`src/rtl/ram_arbiter.sv`:
```
// Two-master arbiter serialising AXI-lite-style writes and reads onto one single-port RAM slave.
// Round-robin by default; define RAM_ARB_FIXED_PRIO_EN to make M0 always win contention.
module ram_arbiter #(
  parameter int unsigned ADDR_W = 32
) (
  input  logic              clk,
  input  logic              rst,
  // master 0 (instruction fetch)
  input  logic [ADDR_W-1:0] m0_awaddr,
  input  logic              m0_awvalid,
  output logic              m0_awready,
  input  logic [31:0]       m0_wdata,
  input  logic [3:0]        m0_wstrb,
  input  logic              m0_wvalid,
  output logic              m0_wready,
  output logic              m0_bvalid,
  input  logic              m0_bready,
  input  logic [ADDR_W-1:0] m0_araddr,
  input  logic              m0_arvalid,
  output logic              m0_arready,
  output logic [31:0]       m0_rdata,
  output logic              m0_rvalid,
  input  logic              m0_rready,
  // master 1 (data)
  input  logic [ADDR_W-1:0] m1_awaddr,
  input  logic              m1_awvalid,
  output logic              m1_awready,
  input  logic [31:0]       m1_wdata,
  input  logic [3:0]        m1_wstrb,
  input  logic              m1_wvalid,
  output logic              m1_wready,
  output logic              m1_bvalid,
  input  logic              m1_bready,
  input  logic [ADDR_W-1:0] m1_araddr,
  input  logic              m1_arvalid,
  output logic              m1_arready,
  output logic [31:0]       m1_rdata,
  output logic              m1_rvalid,
  input  logic              m1_rready,
  // slave (RAM)
  output logic [ADDR_W-1:0] s_awaddr,
  output logic              s_awvalid,
  input  logic              s_awready,
  output logic [31:0]       s_wdata,
  output logic [3:0]        s_wstrb,
  output logic              s_wvalid,
  input  logic              s_wready,
  input  logic              s_bvalid,
  output logic              s_bready,
  output logic [ADDR_W-1:0] s_araddr,
  output logic              s_arvalid,
  input  logic              s_arready,
  input  logic [31:0]       s_rdata,
  input  logic              s_rvalid,
  output logic              s_rready
);

  typedef enum logic [2:0] {StIdle, StWAddr, StWResp, StRAddr, StRResp} state_e;

  state_e     state_q;
  logic       gnt_q;
`ifndef RAM_ARB_FIXED_PRIO_EN
  logic       last_q;
`endif
  logic [1:0] wr_req;
  logic [1:0] rd_req;
  logic [1:0] any_req;
  logic       sel;

  assign wr_req  = {m1_awvalid && m1_wvalid, m0_awvalid && m0_wvalid};
  assign rd_req  = {m1_arvalid, m0_arvalid};
  assign any_req = wr_req | rd_req;

  always_comb begin
    sel = any_req[1];
    if (any_req == 2'b11) begin
`ifdef RAM_ARB_FIXED_PRIO_EN
      sel = 1'b0;
`else
      sel = !last_q;
`endif
    end
  end

  always_ff @(posedge clk or posedge rst) begin
    if (rst) begin
      state_q <= StIdle;
      gnt_q   <= 1'b0;
`ifndef RAM_ARB_FIXED_PRIO_EN
      last_q  <= 1'b1;
`endif
    end else begin
      case (state_q)
        StIdle: begin
          if (|any_req) begin
            gnt_q   <= sel;
            // A master with both ops pending has its write served first.
            state_q <= wr_req[sel] ? StWAddr : StRAddr;
          end
        end
        StWAddr: if (s_awvalid && s_wvalid && s_awready) state_q <= StWResp;
        StWResp: begin
          if (s_bvalid && s_bready) begin
`ifndef RAM_ARB_FIXED_PRIO_EN
            last_q  <= gnt_q;
`endif
            state_q <= StIdle;
          end
        end
        StRAddr: if (s_arvalid && s_arready) state_q <= StRResp;
        StRResp: begin
          if (s_rvalid && s_rready) begin
`ifndef RAM_ARB_FIXED_PRIO_EN
            last_q  <= gnt_q;
`endif
            state_q <= StIdle;
          end
        end
        default: state_q <= StIdle;
      endcase
    end
  end

  logic in_waddr, in_wresp, in_raddr, in_rresp, w_acc;

  assign in_waddr = (state_q == StWAddr);
  assign in_wresp = (state_q == StWResp);
  assign in_raddr = (state_q == StRAddr);
  assign in_rresp = (state_q == StRResp);

  assign s_awaddr  = gnt_q ? m1_awaddr : m0_awaddr;
  assign s_wdata   = gnt_q ? m1_wdata  : m0_wdata;
  assign s_wstrb   = gnt_q ? m1_wstrb  : m0_wstrb;
  assign s_araddr  = gnt_q ? m1_araddr : m0_araddr;
  assign s_awvalid = in_waddr && (gnt_q ? m1_awvalid : m0_awvalid);
  assign s_wvalid  = in_waddr && (gnt_q ? m1_wvalid  : m0_wvalid);
  assign s_bready  = in_wresp && (gnt_q ? m1_bready  : m0_bready);
  assign s_arvalid = in_raddr && (gnt_q ? m1_arvalid : m0_arvalid);
  assign s_rready  = in_rresp && (gnt_q ? m1_rready  : m0_rready);

  // Address and data are accepted together so the master never sees a split handshake.
  assign w_acc = in_waddr && s_awready && s_wready;

  assign m0_awready = w_acc && !gnt_q;
  assign m0_wready  = w_acc && !gnt_q;
  assign m0_bvalid  = in_wresp && s_bvalid && !gnt_q;
  assign m0_arready = in_raddr && s_arready && !gnt_q;
  assign m0_rvalid  = in_rresp && s_rvalid && !gnt_q;
  assign m0_rdata   = s_rdata;

  assign m1_awready = w_acc && gnt_q;
  assign m1_wready  = w_acc && gnt_q;
  assign m1_bvalid  = in_wresp && s_bvalid && gnt_q;
  assign m1_arready = in_raddr && s_arready && gnt_q;
  assign m1_rvalid  = in_rresp && s_rvalid && gnt_q;
  assign m1_rdata   = s_rdata;

endmodule

```
`config.mk`:
```
export PLATFORM = sky130hd
export DESIGN_NAME = ram_arbiter
export DESIGN_NICKNAME = d
export VERILOG_FILES = /design/src/rtl/ram_arbiter.sv
export SDC_FILE = /design/constraint.sdc
export NUM_CORES = 1
export LEC_CHECK = 0
export ABC_AREA = 1
export CAP_MARGIN = 20
export CORE_AREA = 2 2 168 170
export CTS_CLUSTER_DIAMETER = 60
export DETAILED_ROUTE_END_ITERATION = 8
export DIE_AREA = 0 0 170 172
export GPL_ROUTABILITY_DRIVEN = 0
export GPL_TIMING_DRIVEN = 0
export MAX_ROUTING_LAYER = met4
export PLACE_DENSITY = 0.5
export RECOVER_POWER = 50
export SLEW_MARGIN = 20
export SYNTH_ARGS = -nofsm -noshare
export SYNTH_HDL_FRONTEND = slang
export SYNTH_SLANG_ARGS = --single-unit
```
`constraint.sdc`:
```
create_clock -name clk -period 1.3 [get_ports clk]
set_input_delay 0.26 -clock clk [delete_from_list [all_inputs] [get_ports clk]]
set_output_delay 0.26 -clock clk [all_outputs]
set_load 0.05 [all_outputs]
```
### Yosys cells after proc, flatten, opt, wreduce, memory -nomap -nowiden

Index checks and enable logic that the tools add are counted.

| storage, ports and cells | value |
|---|---|
| register bits after elaboration | 5 |
| word-level logic and storage cells | 70 |

| operators by class | value |
|---|---|
| $lt $le $gt $ge | 1 |
| equal/unequal tests | 10 |
| multiplexer cells | 22 |
| bitwise operators | 1 |
| reduce and logical (&&, ||, !) cells | 33 |

Operators by type and width:

| cell | number |
|---|---|
| 32-bit two-way mux | 3 |
| 1-bit logical AND | 25 |
| 3-bit two-way mux | 5 |
| 3-bit case mux with 5 select lines | 1 |
| 1-bit two-way mux | 10 |
| 2-bit by 1-bit != test with 1-bit output (second input constant) | 4 |
| 3-bit by 2-bit == test with 1-bit output (second input constant) | 2 |
| 5-bit AND reduction | 1 |
| 4-bit two-way mux | 1 |
| 3-bit by 1-bit == test with 1-bit output (second input constant) | 1 |
| 3-bit == test (second input constant) | 1 |
| 3-bit logical NOT | 1 |
| 3-bit AND reduction | 1 |
| 2-bit == test (second input constant) | 1 |
| 1-bit logical NOT | 2 |
| 1-bit by 2-bit less-than comparator with 1-bit output (second input constant) | 1 |
| 2-bit two-way mux | 1 |
| 2-bit != test (second input constant) | 1 |
| 2-bit OR | 1 |
| 1-bit case mux with 2 select lines | 1 |
| 2-bit AND reduction | 1 |
| 2-bit nonzero test | 1 |
| 2-bit OR reduction | 1 |

### Depth between registers and ports, before layout

Gate-level depths: netlist (run 1).

| depth | value |
|---|---|
| depth in word-level cells | 9 |
| depth in mapped cells | 10 |

### Worst setup path before layout (run 1)

OpenSTA, ideal clock, no wires.

| timing | value |
|---|---|
| path type | reg2out |
| start | reg state_q[0] |
| end | out m0_rvalid |
| data arrival time | 1.824 ns |
| required time | 1.040 ns |
| setup slack | -0.784 ns |
| stages on the path, launching flop included | 4 |
| cell sequence | dfrtp_1 nor3_1 inv_1 nor3_1 |

| on the way | value |
|---|---|
| word-level cells in the longest chain between the ends | 3 |

Ends and longest elaborated chain:

| item | RTL line | text |
|---|---|---|
| from (decl) | 60 | `state_e state_q;` |
| from (signal assigned) | 87 | `state_q <= StIdle;` |
| from (signal assigned) | 98 | `state_q <= wr_req[sel] ? StWAddr : StRAddr;` |
| from (signal assigned) | 101 | `StWAddr: if (s_awvalid && s_wvalid && s_awready) state_q <= StWResp;` |
| 3-bit == test | 129 | `assign in_rresp = (state_q == StRResp);` |
| 1-bit logical AND (2 in series) | 148 | `assign m0_rvalid = in_rresp && s_rvalid && !gnt_q;` |
| to (decl) | 22 | `output logic m0_rvalid,` |

Every way passes these cells.

### Final worst setup path (run 1)

| timing | value |
|---|---|
| start | reg gnt_q |
| end | out s_wdata[11] |

| on the way | value |
|---|---|
| word-level cells in the longest chain between the ends | 1 |

Ends and longest elaborated chain:

| item | RTL line | text |
|---|---|---|
| from (decl) | 61 | `logic gnt_q;` |
| from (signal assigned) | 96 | `gnt_q <= sel;` |
| 32-bit two-way mux | 132 | `assign s_wdata = gnt_q ? m1_wdata : m0_wdata;` |
| to (decl) | 44 | `output logic [31:0] s_wdata,` |

Every way passes these cells.

==> flow_results.org, run 1 <==
** Outcome
- Result of the run :: complete, but fails checks
- The final reports fail on negative setup slack.

** Global route
- Largest net degree at the start of global routing :: 11
- Across every metal layer, demand over resource in global routing totals 12.4%.
- Number of antenna violations at the first check in global routing :: 0
- Via count of the first global-routing pass :: 4,517
- The first global-routing pass estimated 26,700 um of wire.
- Final global-route overflow total :: 0

** Setup path
- The endpoint identified for the worst register-to-register timing path is state_q[0]$_DFFE_PP0P_.
- Among all stages on the critical path, the largest delay is contributed by dfrtp_2.
- STA puts the critical path data arrival time at 1.59 ns.
- Critical path's top delay family :: buffers and inverters
- Chain of cells forming the critical path :: inv_2 > buf_12 > buf_16 > buf_12 > buf_16 > nand2_4 > nand2_8 > buf_8
- In this run the worst path has a maximum fanout of 7.
- Tracing the worst setup path back leads to its startpoint at gnt_q$_DFFE_PP0P_.
- By startpoint and endpoint, the worst setup path is classified as reg2out.
- Reg2Reg Depth :: 12
- Buffering stage count on the worst path with inverters included :: 6
- Type of destination of the critical path :: output port
- STA classifies the critical path startpoint as a flip-flop.
- Data on the critical path is required at its endpoint by 1.04 ns.
- In this design, the stage delay of the slowest critical-path cell is 0.43 ns.
- R2R Setup Slk :: -0.20 ns
- The startpoint identified for the worst register-to-register timing path is gnt_q$_DFFE_PP0P_.

** Layout
- Final layout net count :: 1,159
- Fraction of layout cells with a size suffix above 1 :: 53.8%
- Cell area after layout :: 0.00950 mm2
- The repair_antennas step left the layout with diodes totalling 0.
- Cells fill 34.6% of the core in the end.
- Non-filler cells, final :: 1,255
- Relative to the synthesized area, the layout overhead comes to 322%.
- Fill cells in the final layout number 2,886.

** Clock tree
- For this design, the sink count on the clock tree is 5.
- TritonCTS built the clock tree.
- After clock tree synthesis, the clock-pin slew on the worst setup and hold paths is 0.03 ns.
- The tree is rooted in a clkbuf_16.
- Number of buffers created by CTS :: 3
- H-Tree Level Count :: 1
- At the later pin of the worst-skew pair, clock insertion delay measures 0.23 ns.
- The longest clock path from root to sink contains 2 buffers.

** Yosys
- Cells after Synth :: 487
- Counting every net in the synthesized netlist gives 736.
- Most repeated cell in the gate-level netlist after synthesis :: nand2_1
- Fraction of synthesis flops using an asynchronous set or reset pin :: 100%
- Counting distinct cell types in the post-synthesis netlist gives 20.
- Of the synthesized area, sequential elements account for 5.61%.
- In this run the cell area of the synthesized design comes to 0.00225 mm2.
- Post-synth top flop :: dfrtp_1
- Yosys synthesis warning count :: 0
- Of the post-synthesis cell area, the dominant cell type holds 56.5%.
- Commonest cells in the netlist :: 339 x nand2_1, 67 x buf_4, 19 x inv_1, 12 x buf_2, 10 x clkbuf_1
- Flip-flop and latch count after synthesis :: 5
- Mean instance size in the synthesized netlist :: 4.62 um2
- The synthesized design spends more area on one cell type than any other, namely nand2_1.
- Synth top area cells :: nand2_1 57%, buf_4 22%, dfrtp_1 4.4%, inv_1 3.2%, buf_2 2.7%
- The synthesized design contains 0 enable-type register cells.

** STA
- Top achievable clock speed :: 0.541 GHz
- Clock period minus final worst setup slack :: 1.85 ns
- Slew @ Worst Pin :: 0.518 ns
- Number of hold violations in the final report :: 0
- Setup repair after global routing could not meet its margin everywhere.
- The final critical path takes up 142% of the cycle.
- Number of max-slew violations in the final report :: 0
- Setup violations remaining at the end of the flow were counted as 119.
- For the final database, setup skew stands at 0.000793 ns.
- Slew headroom :: 65.6%
- Once routing completed, OpenROAD measured the worst setup slack at -0.547 ns.

** Die
- The total area inside the core boundary comes to 0.0275 mm2.
- Die width :: 170 um
- During I/O placement, the number of pins put on the boundary was 428.
- The die is 172 um tall.
- Initial cell density of the core :: 8.20%
- Row generation in the floorplan step produced 61 rows.
- The die covers 0.0292 mm2.

** Pwr
- Power spread over the standard cell area amounts to 2220 mW/mm2.
- Worst IR Drop VDD :: 838 uV
- In this run the static leakage power is 4.30 nW.
- The completed layout was analyzed and its total power is 21.1 mW.

** Run
- Total of max-cap violations :: 0

** Route
- Remaining number of nets flagged by the antenna check after routing :: 0
- The first TritonRoute pass finished after 4 iterations.
- First-iteration detailed-routing DRC count :: 48
- In the final routing, the length of wire on met1 measures 7220 um.
- Detailed routing placed a total of 1400 um of wire on met3.
- Signal routing reaches up to met4.
- In the final routed layout, each cell accounts on average for 15.3 um.
- Post-detailed-route DRC marker count :: 0
- Vias after detailed routing :: 4,417
- After detailed routing, the number of vias per cell comes to 3.52.
- Wire length on met2 :: 10,400 um
- Final wirelength :: 19,200 um

** Placed design
- After detailed placement, the total cell area comes to 0.00830 mm2.
- Buffers placed on the I/O ports in this run total 395.
- Summed over all nets, the half-perimeter wirelength after detailed placement is 16,300 um.
- Number of placed cells counting well taps :: 1,228
- Prior to clock tree synthesis, the placed netlist has a worst setup slack of -1.20 ns.

** Hold path
- In this run the worst hold path is classified as in2async.
==> where the power goes <==
part	leakage (nW)	internal, mW	switching, mW
clock network	0.0382	0.406	0.0978
logic	4.20	8.28	12.0
registers	0.0582	0.248	0.111
total	4.30	8.93	12.2
==> worst max path at each step <==
stage / to / slack, ns / depth (start not counted)
2_1_floorplan: m0_wready / -0.24 / 6
3_3_place_gp: s_awaddr[22] / -1.20 / 5
3_5_place_dp: s_awaddr[22] / -1.20 / 6
4_1_cts: s_wdata[15] / -0.58 / 8
5_1_grt: s_wdata[11] / -0.62 / 8
6_report: s_wdata[11] / -0.55 / 8
==> cell type report <==
type	instances	area [um2]	area share [%]
timing repair buffer	419	4590	48.3
multi-input combinational	372	3290	34.7
buffer	89	902	9.50
tap	346	433	4.56
sequential	5	129	1.36
clock buffer	4	78.8	0.830
inverter	20	75.1	0.790
==> sequential cells by signal (all words and copies together) (netlist names) <==
register and count:
state_q 3, gnt_q 1, last_q 1
==> cell families (layout without fill, tap and decap cells) <==
logic type	count (synthesis)	after routing	synth area share, %
buffers and inverters	110	532	30.5
DFF	5	5	5.61
AOI/OAI and AO/OA	7	7	1.67
and+or+nand+nor	365	365	62.2
==> layer usage <==
layer	vias up	GRT usage, %
met5	-	-
met4	0	1.37
met3	7	1.97
met2	237	24.1
met1	1937	13.7
li1	2236	-
==> per-stage QoR <==
stage               TNS (ns)  hold WS (ns)
floorplan              -5.03        0.0378
global placement     -116.13         0.477
detailed placement   -115.89         0.481
CTS                   -54.59         0.248
global route          -59.89         0.391
finish                -50.79         0.373
==> cells in the final DEF (no fill, tap or decap), drive strengths merged, types with 3 or more instances in the layout <==
cell           netlist  layout
inv                 20      20
buf                 80     190
nor3                 6       6
clkbuf              10      42
o21ai                3       3
nand3                7       7
a21oi                3       3
nand2              341     341
clkdlybuf4s50        0     215
dfrtp                4       4
nor2                10      10
dlygate4sd2          0      64
==> what timing repair did <==
item,CTS,global route
buffers inserted,12,8
pin swaps,49,26
endpoints found under the setup margin,182,119
gates cloned,4,2
hold buffers,0,0
resized for setup,985,78
Power figures use the tool's default switching activity.
==> run 2, diff against run 1 <==
--- a/config.mk
+++ b/config.mk
@@ -6,7 +6,7 @@
 export NUM_CORES = 1
 export LEC_CHECK = 0
 export ABC_AREA = 1
-export CAP_MARGIN = 20
+export CAP_MARGIN = 0
 export CORE_AREA = 2 2 168 170
 export CTS_CLUSTER_DIAMETER = 60
 export DETAILED_ROUTE_END_ITERATION = 8
==> results of run 2 <==
Final layout, timing and power as in run 1 (identical DEF).
